**config.mk**
```make
export PLATFORM = sky130hd
export DESIGN_NAME = rx_fifo_rd_ctrl_flat
export DESIGN_NICKNAME = d
export VERILOG_FILES = /design/src/rtl/rx_fifo_rd_ctrl_if.sv /design/src/rtl/rx_fifo_rd_ctrl.sv /design/src/flat_wrapper.sv
export SDC_FILE = /design/constraint.sdc
export NUM_CORES = 1
export LEC_CHECK = 0
export BUFFER_PORTS_ARGS = -buffer_cell sky130_fd_sc_hd__clkbuf_2
export CORE_MARGIN = 2
export CORE_UTILIZATION = 35
export DETAILED_ROUTE_END_ITERATION = 6
export HOLD_SLACK_MARGIN = 0.02
export SETUP_SLACK_MARGIN = 0.02
export SYNTH_ARGS = -nofsm -noshare
export SYNTH_HDL_FRONTEND = slang
export SYNTH_SLANG_ARGS = --single-unit
```
**constraint.sdc**
```tcl
create_clock -name clk -period 2.45 [get_ports clk]
set_input_delay 0.3675 -clock clk [delete_from_list [all_inputs] [get_ports clk]]
set_output_delay 0.3675 -clock clk [all_outputs]
set_load 0.03 [all_outputs]
```
**src/rtl/rx_fifo_rd_ctrl_if.sv**
```systemverilog
// ---------------------------------------------------------------------------
// rx_fifo_rd_ctrl_if
// Bundles the elastic-FIFO read port and the downstream word stream used by
// rx_fifo_rd_ctrl.
//   fifo_level   : FIFO occupancy, DEPTH_LOG2+1 bits
//   fifo_ovf     : one-cycle pulse when the write side dropped a word
//   fifo_rd_data : 48-bit read data, valid one cycle after fifo_rd_en
//   fifo_rd_en   : pop request (controller -> FIFO)
//   fifo_flush   : FIFO clear (controller -> FIFO)
//   out_data     : 48-bit word to the datapath (4 lanes x 12 bits)
//   out_valid    : out_data is valid
//   out_sync     : first word after a (re)start, qualifies out_valid
// Modport master is the controller side; slave is the FIFO/datapath side.
// ---------------------------------------------------------------------------
interface rx_fifo_rd_ctrl_if #(
    parameter int DEPTH_LOG2 = 4
);
    logic [DEPTH_LOG2:0] fifo_level;
    logic                fifo_ovf;
    logic [47:0]         fifo_rd_data;
    logic                fifo_rd_en;
    logic                fifo_flush;
    logic [47:0]         out_data;
    logic                out_valid;
    logic                out_sync;

    modport master (
        input  fifo_level, fifo_ovf, fifo_rd_data,
        output fifo_rd_en, fifo_flush, out_data, out_valid, out_sync
    );

    modport slave (
        output fifo_level, fifo_ovf, fifo_rd_data,
        input  fifo_rd_en, fifo_flush, out_data, out_valid, out_sync
    );
endinterface

```
**src/rtl/rx_fifo_rd_ctrl.sv**
```systemverilog
// ---------------------------------------------------------------------------
// rx_fifo_rd_ctrl
// Read-side controller for the PCS25G receive elastic FIFO. Keeps the FIFO
// flushed until lanes are deskewed, pre-fills it to START_LVL, then streams
// one 48-bit word per cycle. Stalls when fill is low (clock compensation) and
// flushes/re-syncs on overflow or on a stall that lasts too long.
// Ports:
//   clk        : sole clock
//   reset_n    : asynchronous active-low reset
//   lane_ok    : lane deskew complete (level)
//   bus        : FIFO read port + output word stream (master modport)
//   resync_cnt : saturating count of error-caused flushes
//   state      : current FSM state (IDLE=0 FILL=1 RUN=2 STALL=3 FLUSH=4)
//
// state | meaning
// ------+-----------------------------------------------------------------
// IDLE  | lanes not deskewed; FIFO held flushed
// FILL  | waiting for fifo_level >= START_LVL, no reads
// RUN   | one pop per cycle while fifo_level > LOW_LVL
// STALL | fill too low; wait for START_LVL, bounded by STALL_MAX cycles
// FLUSH | one-cycle FIFO clear after an error, then refill
// ---------------------------------------------------------------------------
module rx_fifo_rd_ctrl #(
    parameter int DEPTH_LOG2 = 4,
    parameter int START_LVL  = 8,
    parameter int LOW_LVL    = 2,
    parameter int STALL_MAX  = 255
) (
    input  logic                     clk,
    input  logic                     reset_n,
    input  logic                     lane_ok,
    rx_fifo_rd_ctrl_if.master        bus,
    output logic [7:0]               resync_cnt,
    output logic [2:0]               state
);

    typedef enum logic [2:0] {
        ST_IDLE  = 3'd0,
        ST_FILL  = 3'd1,
        ST_RUN   = 3'd2,
        ST_STALL = 3'd3,
        ST_FLUSH = 3'd4
    } state_t;

    localparam logic [DEPTH_LOG2:0] START_L  = (DEPTH_LOG2 + 1)'(START_LVL);
    localparam logic [DEPTH_LOG2:0] LOW_L    = (DEPTH_LOG2 + 1)'(LOW_LVL);
    // Counter value seen during the STALL_MAX-th consecutive stall cycle.
    localparam logic [7:0]          STALL_TC = 8'(STALL_MAX - 1);

    state_t      state_q;
    logic [7:0]  stall_cnt;
    logic        first_pend;
    logic        s1_valid;
    logic        s1_sync;

    logic        active;
    logic        lane_drop;
    logic        ovf_err;
    logic        stall_tmo;
    logic        kill;
    logic        rd_en;

    function automatic logic [7:0] sat_inc(input logic [7:0] v);
        return (v == 8'hFF) ? v : v + 8'd1;
    endfunction

    always_comb begin
        active    = (state_q == ST_FILL) || (state_q == ST_RUN) || (state_q == ST_STALL);
        lane_drop = (state_q != ST_IDLE) && !lane_ok;
        ovf_err   = active && bus.fifo_ovf && !lane_drop;
        stall_tmo = (state_q == ST_STALL) && (stall_cnt == STALL_TC) &&
                    (bus.fifo_level < START_L);
        // kill is high whenever the current or the next state is IDLE/FLUSH,
        // so any word still in the pipeline is dropped instead of emitted.
        kill      = (state_q == ST_IDLE) || (state_q == ST_FLUSH) || !lane_ok ||
                    (active && bus.fifo_ovf) || stall_tmo;
        rd_en     = (state_q == ST_RUN) && lane_ok && !bus.fifo_ovf &&
                    (bus.fifo_level > LOW_L);
    end

    assign bus.fifo_rd_en = rd_en;
    assign bus.fifo_flush = (state_q == ST_IDLE) || (state_q == ST_FLUSH);
    assign state          = state_q;

    always_ff @(posedge clk or negedge reset_n) begin
        if (!reset_n) begin
            state_q       <= ST_IDLE;
            stall_cnt     <= '0;
            first_pend    <= 1'b0;
            resync_cnt    <= '0;
            s1_valid      <= 1'b0;
            s1_sync       <= 1'b0;
            bus.out_valid <= 1'b0;
            bus.out_sync  <= 1'b0;
            bus.out_data  <= '0;
        end else begin
            stall_cnt <= '0;

            if (lane_drop) begin
                state_q <= ST_IDLE;
            end else if (ovf_err) begin
                state_q    <= ST_FLUSH;
                resync_cnt <= sat_inc(resync_cnt);
            end else begin
                case (state_q)
                    ST_IDLE: begin
                        if (lane_ok) state_q <= ST_FILL;
                    end
                    ST_FILL: begin
                        if (bus.fifo_level >= START_L) begin
                            state_q    <= ST_RUN;
                            first_pend <= 1'b1;
                        end
                    end
                    ST_RUN: begin
                        if (bus.fifo_level <= LOW_L) state_q <= ST_STALL;
                    end
                    ST_STALL: begin
                        // Resume keeps data continuity, so no new sync tag.
                        if (bus.fifo_level >= START_L) begin
                            state_q <= ST_RUN;
                        end else if (stall_tmo) begin
                            state_q    <= ST_FLUSH;
                            resync_cnt <= sat_inc(resync_cnt);
                        end else begin
                            stall_cnt <= stall_cnt + 8'd1;
                        end
                    end
                    ST_FLUSH: begin
                        state_q <= ST_FILL;
                    end
                    default: begin
                        state_q <= ST_IDLE;
                    end
                endcase
            end

            if (rd_en) begin
                first_pend <= 1'b0;
            end else if ((state_q == ST_IDLE) || (state_q == ST_FLUSH)) begin
                first_pend <= 1'b0;
            end

            s1_valid      <= rd_en;
            s1_sync       <= rd_en && first_pend;
            bus.out_valid <= s1_valid && !kill;
            bus.out_sync  <= s1_valid && s1_sync && !kill;
            if (s1_valid && !kill) begin
                bus.out_data <= bus.fifo_rd_data;
            end
        end
    end

endmodule

```
**src/flat_wrapper.sv**
```systemverilog
// flat-port wrapper written by rule: the top's interface ports become plain ports
module rx_fifo_rd_ctrl_flat 
#(
    parameter int DEPTH_LOG2 = 4,
    parameter int START_LVL  = 8,
    parameter int LOW_LVL    = 2,
    parameter int STALL_MAX  = 255
)
  (clk, reset_n, lane_ok, resync_cnt, state, bus_fifo_level, bus_fifo_ovf, bus_fifo_rd_data, bus_fifo_rd_en, bus_fifo_flush, bus_out_data, bus_out_valid, bus_out_sync);
  rx_fifo_rd_ctrl_if #(.DEPTH_LOG2(DEPTH_LOG2)) bus_i ();
  input  logic clk;
  input  logic reset_n;
  input  logic lane_ok;
  output logic [7:0] resync_cnt;
  output logic [2:0] state;
  input wire logic [$bits(bus_i.fifo_level)-1:0] bus_fifo_level;
  input wire logic [$bits(bus_i.fifo_ovf)-1:0] bus_fifo_ovf;
  input wire logic [$bits(bus_i.fifo_rd_data)-1:0] bus_fifo_rd_data;
  output wire logic [$bits(bus_i.fifo_rd_en)-1:0] bus_fifo_rd_en;
  output wire logic [$bits(bus_i.fifo_flush)-1:0] bus_fifo_flush;
  output wire logic [$bits(bus_i.out_data)-1:0] bus_out_data;
  output wire logic [$bits(bus_i.out_valid)-1:0] bus_out_valid;
  output wire logic [$bits(bus_i.out_sync)-1:0] bus_out_sync;
  assign bus_i.fifo_level = bus_fifo_level;
  assign bus_i.fifo_ovf = bus_fifo_ovf;
  assign bus_i.fifo_rd_data = bus_fifo_rd_data;
  assign bus_fifo_rd_en = bus_i.fifo_rd_en;
  assign bus_fifo_flush = bus_i.fifo_flush;
  assign bus_out_data = bus_i.out_data;
  assign bus_out_valid = bus_i.out_valid;
  assign bus_out_sync = bus_i.out_sync;
  rx_fifo_rd_ctrl #(.DEPTH_LOG2(DEPTH_LOG2), .START_LVL(START_LVL), .LOW_LVL(LOW_LVL), .STALL_MAX(STALL_MAX)) u_core (.clk(clk), .reset_n(reset_n), .lane_ok(lane_ok), .bus(bus_i), .resync_cnt(resync_cnt), .state(state));
endmodule
```
## Word-level counts from Yosys, hierarchy flattened

Index checks and enable logic that the tools add are counted.
W data, S select, Z words.

- Logic and storage cells: 84
- Flip-flop bits (word level): 72
- Input bits: 57

- $add $sub $neg: 2
- Reductions and logical operators: 31
- Equal/unequal tests: 13
- $lt $le $gt $ge: 4
- Bitwise operators: 1
- Muxes and demuxes: 24

Operator list:

| cell | number |
|---|---|
| $mux W8 | 10 |
| $mux W3 | 7 |
| $add A8 B1 Y8 const B | 2 |
| $eq A8 B8 Y1 const B | 2 |
| $pmux W3 S5 | 1 |
| $logic_and A1 B1 Y1 | 12 |
| $ne A4 B2 Y1 const B | 3 |
| $reduce_and A4 Y1 | 3 |
| $reduce_bool A3 Y1 | 3 |
| $eq A3 B2 Y1 const B | 2 |
| $logic_or A1 B1 Y1 | 6 |
| $mux W1 | 6 |
| $ne A3 B3 Y1 const B | 2 |
| $ge A5 B4 Y1 const B | 1 |
| $gt A5 B2 Y1 const B | 1 |
| $le A5 B2 Y1 const B | 1 |
| $lt A5 B4 Y1 const B | 1 |
| $ne A5 B2 Y1 const B | 1 |
| $logic_not A1 Y1 | 4 |
| $reduce_bool A2 Y1 | 2 |
| $eq A3 B1 Y1 const B | 1 |
| $eq A3 B3 Y1 const B | 1 |
| $logic_not A3 Y1 | 1 |
| $ne A2 B1 Y1 const B | 1 |
| $not A1 Y1 | 1 |

## Logic depth before layout (Yosys ltp)

Gate-level depths: netlist of run 1.

- Word-level depth: 9
- Gate-level depth with buffers: 8

## Least setup slack after synthesis of run 1

OpenSTA, ideal clock, no wires.

- Path kind: register to output
- Start: register u_core.state_q[1] (netlist: u_core.state[1])
- End: output bus_fifo_rd_en
- Cell stages (with the launch flop): 4
- Path slack: 0.048 ns
- Arrival time: 2.035 ns
- Cell sequence: dfrtp_1 buf_2 inv_1 nor4b_1

- Cells in the longest elaborated chain, start to end: 4

RTL lines:

| item | line | source |
|---|---|---|
| start, declared | rx_fifo_rd_ctrl.sv:50 | `state_t state_q;` |
| start signal, assigned | rx_fifo_rd_ctrl.sv:87 | `state_q <= ST_IDLE;` |
| start signal, assigned | rx_fifo_rd_ctrl.sv:100 | `state_q <= ST_IDLE;` |
| start signal, assigned | rx_fifo_rd_ctrl.sv:102 | `state_q <= ST_FLUSH;` |
| $eq A3 B2 Y1 | rx_fifo_rd_ctrl.sv:77 | `rd_en = (state_q == ST_RUN) && lane_ok && !bus.fifo_ovf &&` |
| $logic_and A1 B1 Y1 (3 in series) | rx_fifo_rd_ctrl.sv:77 |  |
| end, declared | flat_wrapper.sv:19 | `output wire logic [$bits(bus_i.fifo_rd_en)-1:0] bus_fifo_rd_en;` |

No other way between the ends.

## Worst setup path in the final report of run 1

- Start: register u_core.stall_cnt[0]
- End: register u_core.bus.out_data[34]

- Cells in the longest elaborated chain, start to end: 6

RTL lines:

| item | line | source |
|---|---|---|
| start, declared | rx_fifo_rd_ctrl.sv:51 | `logic [7:0] stall_cnt;` |
| start signal, assigned | rx_fifo_rd_ctrl.sv:126 | `stall_cnt <= stall_cnt + 8'd1;` |
| $eq A8 B8 Y1 | rx_fifo_rd_ctrl.sv:71 | `stall_tmo = (state_q == ST_STALL) && (stall_cnt == STALL_TC) &&` |
| $logic_and A1 B1 Y1 (2 in series) | rx_fifo_rd_ctrl.sv:71 |  |
| $logic_or A1 B1 Y1 | rx_fifo_rd_ctrl.sv:76 | `(active && bus.fifo_ovf) \|\| stall_tmo;` |
| $logic_not A1 Y1 | rx_fifo_rd_ctrl.sv:148 | `if (s1_valid && !kill) begin` |
| $logic_and A1 B1 Y1 | rx_fifo_rd_ctrl.sv:148 |  |
| end signal, assigned | rx_fifo_rd_ctrl.sv:149 | `bus.out_data <= bus.fifo_rd_data;` |
| end, declared | rx_fifo_rd_ctrl_if.sv:29 | `output fifo_rd_en, fifo_flush, out_data, out_valid, out_sync` |

No other way between the ends.
A chain may end at the register's enable or synchronous reset.

==> run metrics, run 1 <==
setup bufs post-CTS 0; fmax between 400 and 500 MHz; Leak about 0.0021 uW; area growth from synthesis to layout 31.5%; Yosys reg bits between 70 and 80; number of port buffers roughly 120; Tcrit/Tclk final a little under nine tenths; RR Startpoint u_core.stall_cnt[0]; CP Class flop to flop; Reg clk slew, reported paths 0.08 ns; Pins Over Slew Limit 0; gpl congestion 0.766; sequential area share after synthesis between 50 and 60%; critical path required time between 2 and 3 ns; vias per cell 4.59; hold path cells 2; fillcell total 800; worst slew pin tran about 0.74 ns; dpl hpwl 4.52 mm; worst-path maximum fanout 12; vias in the first global route 2123; Initial Util between 30% and 40%; cell-internal power ~2000 uW; R2R setup slack 0.35 ns; FF-to-FF path depth 7; Reg area 1800 sq um; commonest cells after routing, fill and taps aside 118 x clkbuf_2, 72 x dfrtp_1, 48 x mux2_4, 12 x nor2_1, 11 x clkbuf_8; Post-synth EDFFs 0; sink of the worst hold path u_core.bus.out_data[36]; endpoint class of the critical path flop; proportion of layout cells with a drive suffix above 1 between 50 and 60%; Power Total ~2700 uW; Net Sw Frac 28.0%; CTS tree built; Inserted Clock Buffers 9; Core Footprint around 8700 sq um; initial antenna violation count 0; DRT iter0 DRCs 60; Setup violations, final 0; CTS sink cnt a little over 70; global-route wire length before repair around 11 mm; Rows 34; sequential power share about half; clk_skew about 0.012 ns; critical path arrival roughly 2.3 ns; Max Buffers Root-to-Sink 2; DRC viols 0; leading register cell type out of synthesis dfrtp_1; Clock Latency Late Sink roughly 0.33 ns; hold_ws ~0.26 ns; most common cell after layout, fill and taps aside clkbuf_2; Hold Fails Final Rpt 0; design area ~4100 sq um; hold crit path type primary input to flop; largest net degree at the start of global routing 52; multi-input logic area between 1000 and 1500 sq um; library cells used by synthesis 28; total gr overflow 0; average instance area after synthesis about 15 sq um; Async SR Flop Fraction between 90% and 100%; n_diodes 0; vias just over 2000; root buffer cell clkbuf_8; post-placement cell area between 3000 and 4000 sq um; # nets final just under 400; max_cap viols 0; post-layout min period approximately 2.1 ns; unrepaired setup endpoints after global routing no; wire length per cell 14.1 um; # IOs 120; switching pwr between 700 and 800 uW; FF-to-FF End u_core.bus.out_data[34]; Pwr per Cell Area between 600 and 700 nW/um^2; antenna-violating nets left 0; Die X between 90 and 100 um; H-tree depth 3; min-delay src bus_fifo_rd_data[36]; power share of the combinational group 16.2%; outcome finished, final reports clean; Mapped Nets around 270; relative slew slack between 40% and 50%; Total Neg Setup Slack 0 ns; clock power share 34.9%; synthesized instance count 205; Die Height between 90 and 100 um; Synthesis Warnings 0; Total Wirelength approximately 6.3 mm; Die ar. about 9600 sq um; TritonRoute pass-1 iters 4; mapped cell area between 3000 and 4000 sq um; Worst IR Drop VDD approximately 290 uV; gr usage total 13.9%; Worst Setup Start Kind flop
-- Yosys cell counts, drive strengths merged, types with 3 or more instances --
cell,number,area (sq um)
and2,3,18.8
and3,5,31.3
buf,7,66.3
dfrtp,72,1800
ha,3,37.5
mux2,49,732
nand2,7,26.3
nand3,5,25.0
nand4,8,50.1
nor2,12,45.0
o21ai,4,20.0
xnor2,7,61.3
xor2,6,52.6
-- registers in the layout, indices dropped and copies added (netlist names) --
signal                flops
u_core.first_pend         1
u_core.stall_cnt          8
u_core.bus.out_data      48
u_core.s1_valid           1
u_core.s1_sync            1
u_core.bus.out_sync       1
u_core.resync_cnt         8
u_core.bus.out_valid      1
u_core.state              3
-- power groups by stage --
| stage | combinational (uW) | clock [uW] | sequential (uW) |
|---|---|---|---|
| 4_1_cts | 446 | 990 | 1330 |
| 2_1_floorplan | 131 | 0 | 1480 |
| 3_5_place_dp | 442 | 0 | 1350 |
| 3_3_place_gp | 441 | 0 | 1350 |
| 5_1_grt | 475 | 1050 | 1350 |
| 6_report | 441 | 950 | 1330 |
-- kinds of logic (layout without fill, tap and decap cells) --
group                      count (synthesis)  count (layout)  share of synthesized area (%)
xor gates and xnor gates                  13              13                           3.67
AOI/OAI and AO/OA                         10              10                           2.10
adders and majority gates                  3               3                           1.21
muxes                                     49              49                           23.6
and+or+nand+nor                           49              49                           8.99
buffers and inverters                      9             142                           2.38
DFF                                       72              72                           58.1
-- repair_timing --
| item | in CTS | in global routing |
|---|---|---|
| endpoints found under the hold margin | 21 | 0 |
| hold buffers | 1 | 0 |
| endpoints found under the setup margin | 0 | 1 |
| gates resized for setup | 0 | 1 |
-- area by class of cell --
type                            count  area share, %
Sequential cell                    72           44.2
Multi-Input combinational cell    124           30.3
Timing Repair Buffer              125           17.0
Clock buffer                       11           3.71
Tap cell                          108           3.31
Clock inverter                      4           1.32
Inverter                            2          0.184
-- how the worst max path moves through the flow --
stage	end	slack, ns	start	depth (start not counted)
2_1_floorplan	bus_fifo_rd_en	0.05	u_core.state[1]	3
3_5_place_dp	u_core.bus.out_data[42]	0.35	u_core.stall_cnt[0]	7
3_3_place_gp	u_core.bus.out_data[37]	0.42	u_core.stall_cnt[0]	7
5_1_grt	bus_fifo_rd_en	0.23	u_core.state[1]	3
4_1_cts	bus_fifo_rd_en	0.06	u_core.state[0]	3
6_report	u_core.bus.out_data[34]	0.35	u_core.stall_cnt[0]	7
-- critical path, cell delays in order, from the launching register on --
cell     delay (ns)
dfrtp_1        0.43
inv_1          0.06
ha_1           0.18
and3_1         0.17
nand4_1        0.14
and4b_4        0.46
buf_4          0.23
mux2_4         0.31
-- layer usage --
| layer | track usage (%) | vias up | routed length [um] |
|---|---|---|---|
| li1 | - | 978 | - |
| met1 | 20.4 | 982 | 3090 |
| met2 | 19.2 | 81 | 2660 |
| met3 | 5.23 | 7 | 459 |
| met4 | 3.90 | 0 | 63 |
| met5 | 0 | - | 0 |
-- per-stage QoR --
stage	utilization [%]	setup slack (ns)	cells
2_1_floorplan	-	0.0480	205
5_1_grt	47.0	0.234	446
3_5_place_dp	44.5	0.352	430
6_report	47.0	0.345	446
4_1_cts	46.9	0.0635	446
3_3_place_gp	44.5	0.415	430
No activity file was read; power rests on OpenSTA's default activity.
==> run 2: changes to the inputs <==
==> constraint.sdc (replaced) <==
create_clock -name clk -period 2.73 [get_ports clk]
set_input_delay 0.4095 -clock clk [delete_from_list [all_inputs] [get_ports clk]]
set_output_delay 0.4095 -clock clk [all_outputs]
set_load 0.03 [all_outputs]
==> run metrics, run 2 (synthesized netlist as in run 1, its figures left out) <==
outcome finished, final reports clean; Die ar. 9630 sq um (unchanged); Worst Setup EP bus_fifo_rd_en; proportion of layout cells with a drive suffix above 1 56.1% (-0.72 points); Setup violations, final 0 (unchanged); # nets final 392 (-0.51%); global-route wire length before repair 10.5 mm (-1.9%); fmax between 400 and 500 MHz; hold crit path type primary input to flop; Max Buffers Root-to-Sink 2 (unchanged); WL met3 485 um (+5.7%); worst slew pin tran 0.599 ns (-0.139 ns); root buffer cell clkbuf_8; RR Startpoint u_core.stall_cnt[0]; fillcell total 812 (+1.5%); met1 WL 2.87 mm (-6.9%); Worst IR Drop VDD 237 uV (-18%); CP Class flop to primary output; sequential power share 51.4% (+2.5 points); DRT iter0 DRCs 53 (-12%); initial antenna violation count 0 (unchanged); # IOs 120 (unchanged); TritonRoute pass-1 iters 4 (unchanged); number of port buffers 119 (unchanged); Initial Util 35.8% (unchanged); post-layout min period ~2.1 ns; antenna-violating nets left 0 (unchanged); Reg area 1800 sq um (unchanged); Placed Cells 428 (-0.47%); Leak 0.00210 uW (-1.5%); relative slew slack 59.1% (+9.5 points); Total Neg Setup Slack 0 ns (unchanged); crit path from u_core.state[0]; vias in the first global route 2088 (-1.6%); Reg clk slew, reported paths 0.08 ns (about the same); Net Sw Frac 30.2% (+2.2 points); critical path required time 2.32 ns (-0.34 ns); H-tree depth 3 (unchanged); R2R setup slack 0.67 ns (+0.32 ns); design area 4000 sq um (-2.0%); most common cell after layout, fill and taps aside clkbuf_2; Power Total 2320 uW (-15%); clk_skew 0.0154 ns (+0.00356 ns); Total Wirelength 6.29 mm (+0.33%); Die Height 98.2 um (unchanged); Hold Fails Final Rpt 0 (unchanged); DRC viols 0 (unchanged); topmost layer with routed signal wires met4; Rows 34 (unchanged); vias 2061 (+0.63%); power share of the combinational group 17.0% (+0.8 points); Pwr per Cell Area 581 nW/um^2 (-13%); CTS sink cnt 72 (unchanged); Pins Over Slew Limit 0 (unchanged); multi-input logic area 1230 sq um (-0.51%); dpl hpwl 4.42 mm (-2.3%); max FFs per register 48 (unchanged); Clock Latency Late Sink 0.34 ns (about the same); Tcrit/Tclk final between 70% and 80%; worst-path maximum fanout 8 (-4); post-route non-filler standard cell count 445 (-0.22%); n_diodes 0 (unchanged); FF-to-FF path depth 7 (unchanged); Core Footprint 8680 sq um (unchanged); cell-internal power 1620 uW (-17%); area growth from synthesis to layout 28.9%; FF-to-FF End u_core.bus.out_data[29]; endpoint class of the critical path primary output; Die X 98.2 um (unchanged); CTS tree built; vias per cell 4.63 (+0.86%); switching pwr 701 uW (-8.1%); gr usage total 13.7% (-0.25 points); routed wl met2 2.86 mm (+7.4%); wire length per cell 14.1 um (+0.56%); gpl congestion 0.780 (+1.8%); largest net degree at the start of global routing 68 (+31%); total gr overflow 0 (unchanged); Worst Setup Start Kind flop; max_cap viols 0 (unchanged); Inserted Clock Buffers 9 (unchanged); unrepaired setup endpoints after global routing no; Largest Register u_core.bus.out_data; post-placement cell area 3820 sq um (-1.0%); clock power share 31.6% (-3.3 points); commonest cells after routing, fill and taps aside 118 x clkbuf_2, 72 x dfrtp_1, 48 x mux2_4, 12 x nor2_1, 9 x clkbuf_8; Regs by FF count u_core.bus.out_data (48), u_core.resync_cnt (8), u_core.stall_cnt (8); critical path arrival 1.72 ns (-0.60 ns); post-cts repair resize count 0 (unchanged)
==> run 2: changes by cell type in the layout (fill, tap and decap cells not counted), sizes merged <==
cell    before  now
buf          6    4
inv          2    4
bufinv       1    0
clkbuf     129  128
clkinv       1    2
==> run 2: cell type report <==
| type | count | area share [%] |
|---|---|---|
| clock buffer | 10 | 3.19 |
| clock inverter | 6 | 1.06 |
| inverter | 2 | 0.188 |
| multi-input combinational | 124 | 30.8 |
| sequential | 72 | 45.1 |
| tap | 108 | 3.38 |
| timing repair buffer | 123 | 16.3 |
==> run 2: per-stage QoR <==
step | utilization, % | hold WS, ns | setup WS, ns
floorplan | - | 0.114 | 0.286
global placement | 44.0 | 0.246 | 0.734
detailed placement | 44.0 | 0.248 | 0.679
CTS | 46.1 | 0.271 | 0.546
global route | 46.1 | 0.270 | 0.451
finish | 46.1 | 0.298 | 0.596
==> run 2: worst min-delay path by stage <==
stage	start	endpoint	slack, ns	cells after the start
floorplan	reset_n	u_core.bus.out_data[0]	0.11	0
global placement	reset_n	u_core.bus.out_data[2]	0.25	1
detailed placement	reset_n	u_core.bus.out_data[2]	0.25	1
CTS	bus_fifo_rd_data[37]	u_core.bus.out_data[37]	0.27	2
global route	bus_fifo_rd_data[28]	u_core.bus.out_data[28]	0.27	2
finish	bus_fifo_rd_data[27]	u_core.bus.out_data[27]	0.30	2
==> run 2: what timing repair did <==
item                                    4_1_cts  5_1_grt
endpoints found under the hold margin         5        0
buffers inserted                              0        0
hold buffers                                  1        0
endpoints found under the setup margin        0        0
==> run 2: metal layers <==
metal / track usage (%) / vias up
li1: - / 973
met1: 19.0 / 999
met2: 19.9 / 85
met3: 5.30 / 4
met4: 4.11 / 0
met5: 0 / -
==> run 2: critical path, stage by stage, from the launching register on <==
cell	delay, ns
dfrtp_1	0.46
nand2b_1	0.19
nor4b_1	0.33
buf_4	0.19
clkbuf_2	0.21
==> run 2: power groups by stage <==
stage               registers (uW)  clock network (uW)  logic, uW
floorplan                     1330                   0        118
global placement              1210                   0        395
detailed placement            1220                   0        398
CTS                           1200                 774        402
global route                  1210                 815        424
finish                        1190                 734        396
==> run 3: changes to the inputs <==
==> constraint.sdc (replaced) <==
create_clock -name clk -period 1.7 [get_ports clk]
set_input_delay 0.255 -clock clk [delete_from_list [all_inputs] [get_ports clk]]
set_output_delay 0.255 -clock clk [all_outputs]
set_load 0.03 [all_outputs]
==> run metrics, run 3 (synthesized netlist as in run 1, its figures left out) <==
Worst Setup Start Kind flop; DRC viols 0 (unchanged); number of port buffers 119 (unchanged); max_cap viols 0 (unchanged); Placed Cells 450 (+5.1%); worst-path maximum fanout 17 (+9); Die ar. 9630 sq um (unchanged); gr usage total 13.8% (+0.11 points); endpoint class of the critical path flop; Largest Register u_core.bus.out_data; FF-to-FF End u_core.bus.out_data[20]; Total Neg Setup Slack -4.95 ns (-4.95 ns); post-placement cell area 4040 sq um (+5.8%); total gr overflow 0 (unchanged); DRT iter0 DRCs 54 (+1.9%); Reg clk slew, reported paths 0.07 ns (about the same); failing checks setup timing; vias per cell 4.63 (about the same); Hold Fails Final Rpt 0 (unchanged); post-layout min period ~1.8 ns; gpl congestion 0.754 (-3.3%); hold crit path type primary input to flop; design area 4360 sq um (+9.0%); hold_ws 0.140 ns (-0.158 ns); Setup violations, final 56 (+56); n_diodes 0 (unchanged); relative slew slack 59.3% (+0.29 points); max FFs per register 48 (unchanged); Core Footprint 8680 sq um (unchanged); global-route wire length before repair 10.5 mm (+0.27%); Max Buffers Root-to-Sink 2 (unchanged); Power Total 3840 uW (+65%); proportion of layout cells with a drive suffix above 1 62.9% (+6.8 points); most common cell after layout, fill and taps aside clkbuf_2; largest net degree at the start of global routing 39 (-43%); CP Class flop to flop; Inserted Clock Buffers 9 (unchanged); commonest cells after routing, fill and taps aside 116 x clkbuf_2, 69 x dfrtp_1, 49 x mux2_4, 21 x buf_4; Clock Latency Late Sink 0.34 ns (about the same); outcome complete, but fails checks; # nets final 419 (+6.9%); root buffer cell clkbuf_8; critical path arrival 2.05 ns (+0.33 ns); CTS sink cnt 72 (unchanged); Pwr per Cell Area 881 nW/um^2 (+52%); Rows 34 (unchanged); Die X 98.2 um (unchanged); worst slew pin tran 0.595 ns (-0.00420 ns); Pins Over Slew Limit 0 (unchanged); Die Height 98.2 um (unchanged); vias 2187 (+6.1%); fillcell total 770 (-5.2%); Initial Util 35.8% (unchanged); CTS tree built; Total Wirelength 6.73 mm (+6.9%); R2R setup slack -0.13 ns (-0.80 ns); TritonRoute pass-1 iters 4 (unchanged); Tcrit/Tclk final 108%; PnR worst setup slack -0.131 ns (-0.727 ns); initial antenna violation count 0 (unchanged); Leak 0.00230 uW (+9.6%); post-route non-filler standard cell count 472 (+6.1%); Worst IR Drop VDD 585 uV (+150%); sink of the worst hold path u_core.bus.out_data[44]; hold path cells 2 (unchanged); unrepaired setup endpoints after global routing yes; wire length per cell 14.2 um (+0.78%); dpl hpwl 4.81 mm (+8.8%); Regs by FF count u_core.bus.out_data (48), u_core.resync_cnt (8), u_core.stall_cnt (8); antenna-violating nets left 0 (unchanged); area growth from synthesis to layout 40.5%; vias in the first global route 2094 (+0.29%); RR Startpoint u_core.stall_cnt[0]; fmax 546 MHz; FF-to-FF path depth 7 (unchanged); critical path required time 1.92 ns (-0.40 ns); min-delay src bus_fifo_rd_data[44]; # IOs 120 (unchanged); H-tree depth 3 (unchanged); clk_skew 0.00583 ns (-0.00962 ns)
## run 3: area by class of cell
type	instances	area [sq um]	share of cell area, %
flip-flops and latches	72	1810	41.4
multi-input cells	124	1310	29.9
repair buffers	150	933	21.4
clock buffers	11	141	3.24
well taps	108	135	3.10
clock inverters	5	32.5	0.746
inverters	2	7.51	0.172
## run 3: what timing repair did
action,4_1_cts,5_1_grt
endpoints found under the hold margin,72,0
setup endpoints to repair,53,58
setup buffers,2,1
resized for setup,11,7
gates cloned,0,2
hold buffers,1,0
pin swaps,6,10
## run 3: how the worst max path moves through the flow
stage	start	slack, ns	end	depth (start not counted)
6_report	u_core.stall_cnt[0]	-0.13	u_core.bus.out_data[20]	7
4_1_cts	u_core.stall_cnt[1]	-0.09	u_core.bus.out_data[31]	6
5_1_grt	u_core.state[0]	-0.19	u_core.resync_cnt[6]	7
3_5_place_dp	u_core.stall_cnt[0]	-0.11	u_core.bus.out_data[13]	7
3_3_place_gp	u_core.stall_cnt[0]	-0.07	u_core.bus.out_data[24]	7
2_1_floorplan	u_core.state[0]	-0.20	u_core.bus.out_data[0]	6
## run 3: worst max-delay path: stages, from the launching register on
cell and delay, ns:
dfrtp_1 0.35, inv_1 0.05, ha_2 0.16, and3_4 0.16, nand4_1 0.09, and4b_4 0.37, buf_12 0.21, mux2_4 0.32
## run 3: power breakdown
group | total (uW) | internal (uW) | leakage, uW | switching [uW]
registers | 1920 | 1820 | 0.000987 | 103
logic | 734 | 320 | 0.00122 | 414
clock network | 1190 | 567 | 0.0000930 | 619
## run 3: layer usage
layer	part of all wire (%)	vias up	global-route usage (%)
met4	1.7	0	5.69
met2	44	82	19.2
met1	47	1055	19.9
met3	7.4	9	4.15
li1	-	1041	-
met5	0	-	0
## run 3: metrics by stage
| stage | util [%] | setup slack [ns] |
|---|---|---|
| global placement | 46.6 | -0.0709 |
| detailed placement | 46.6 | -0.106 |
| finish | 50.2 | -0.131 |
| floorplan | - | -0.204 |
| global route | 50.2 | -0.188 |
| CTS | 49.3 | -0.0922 |
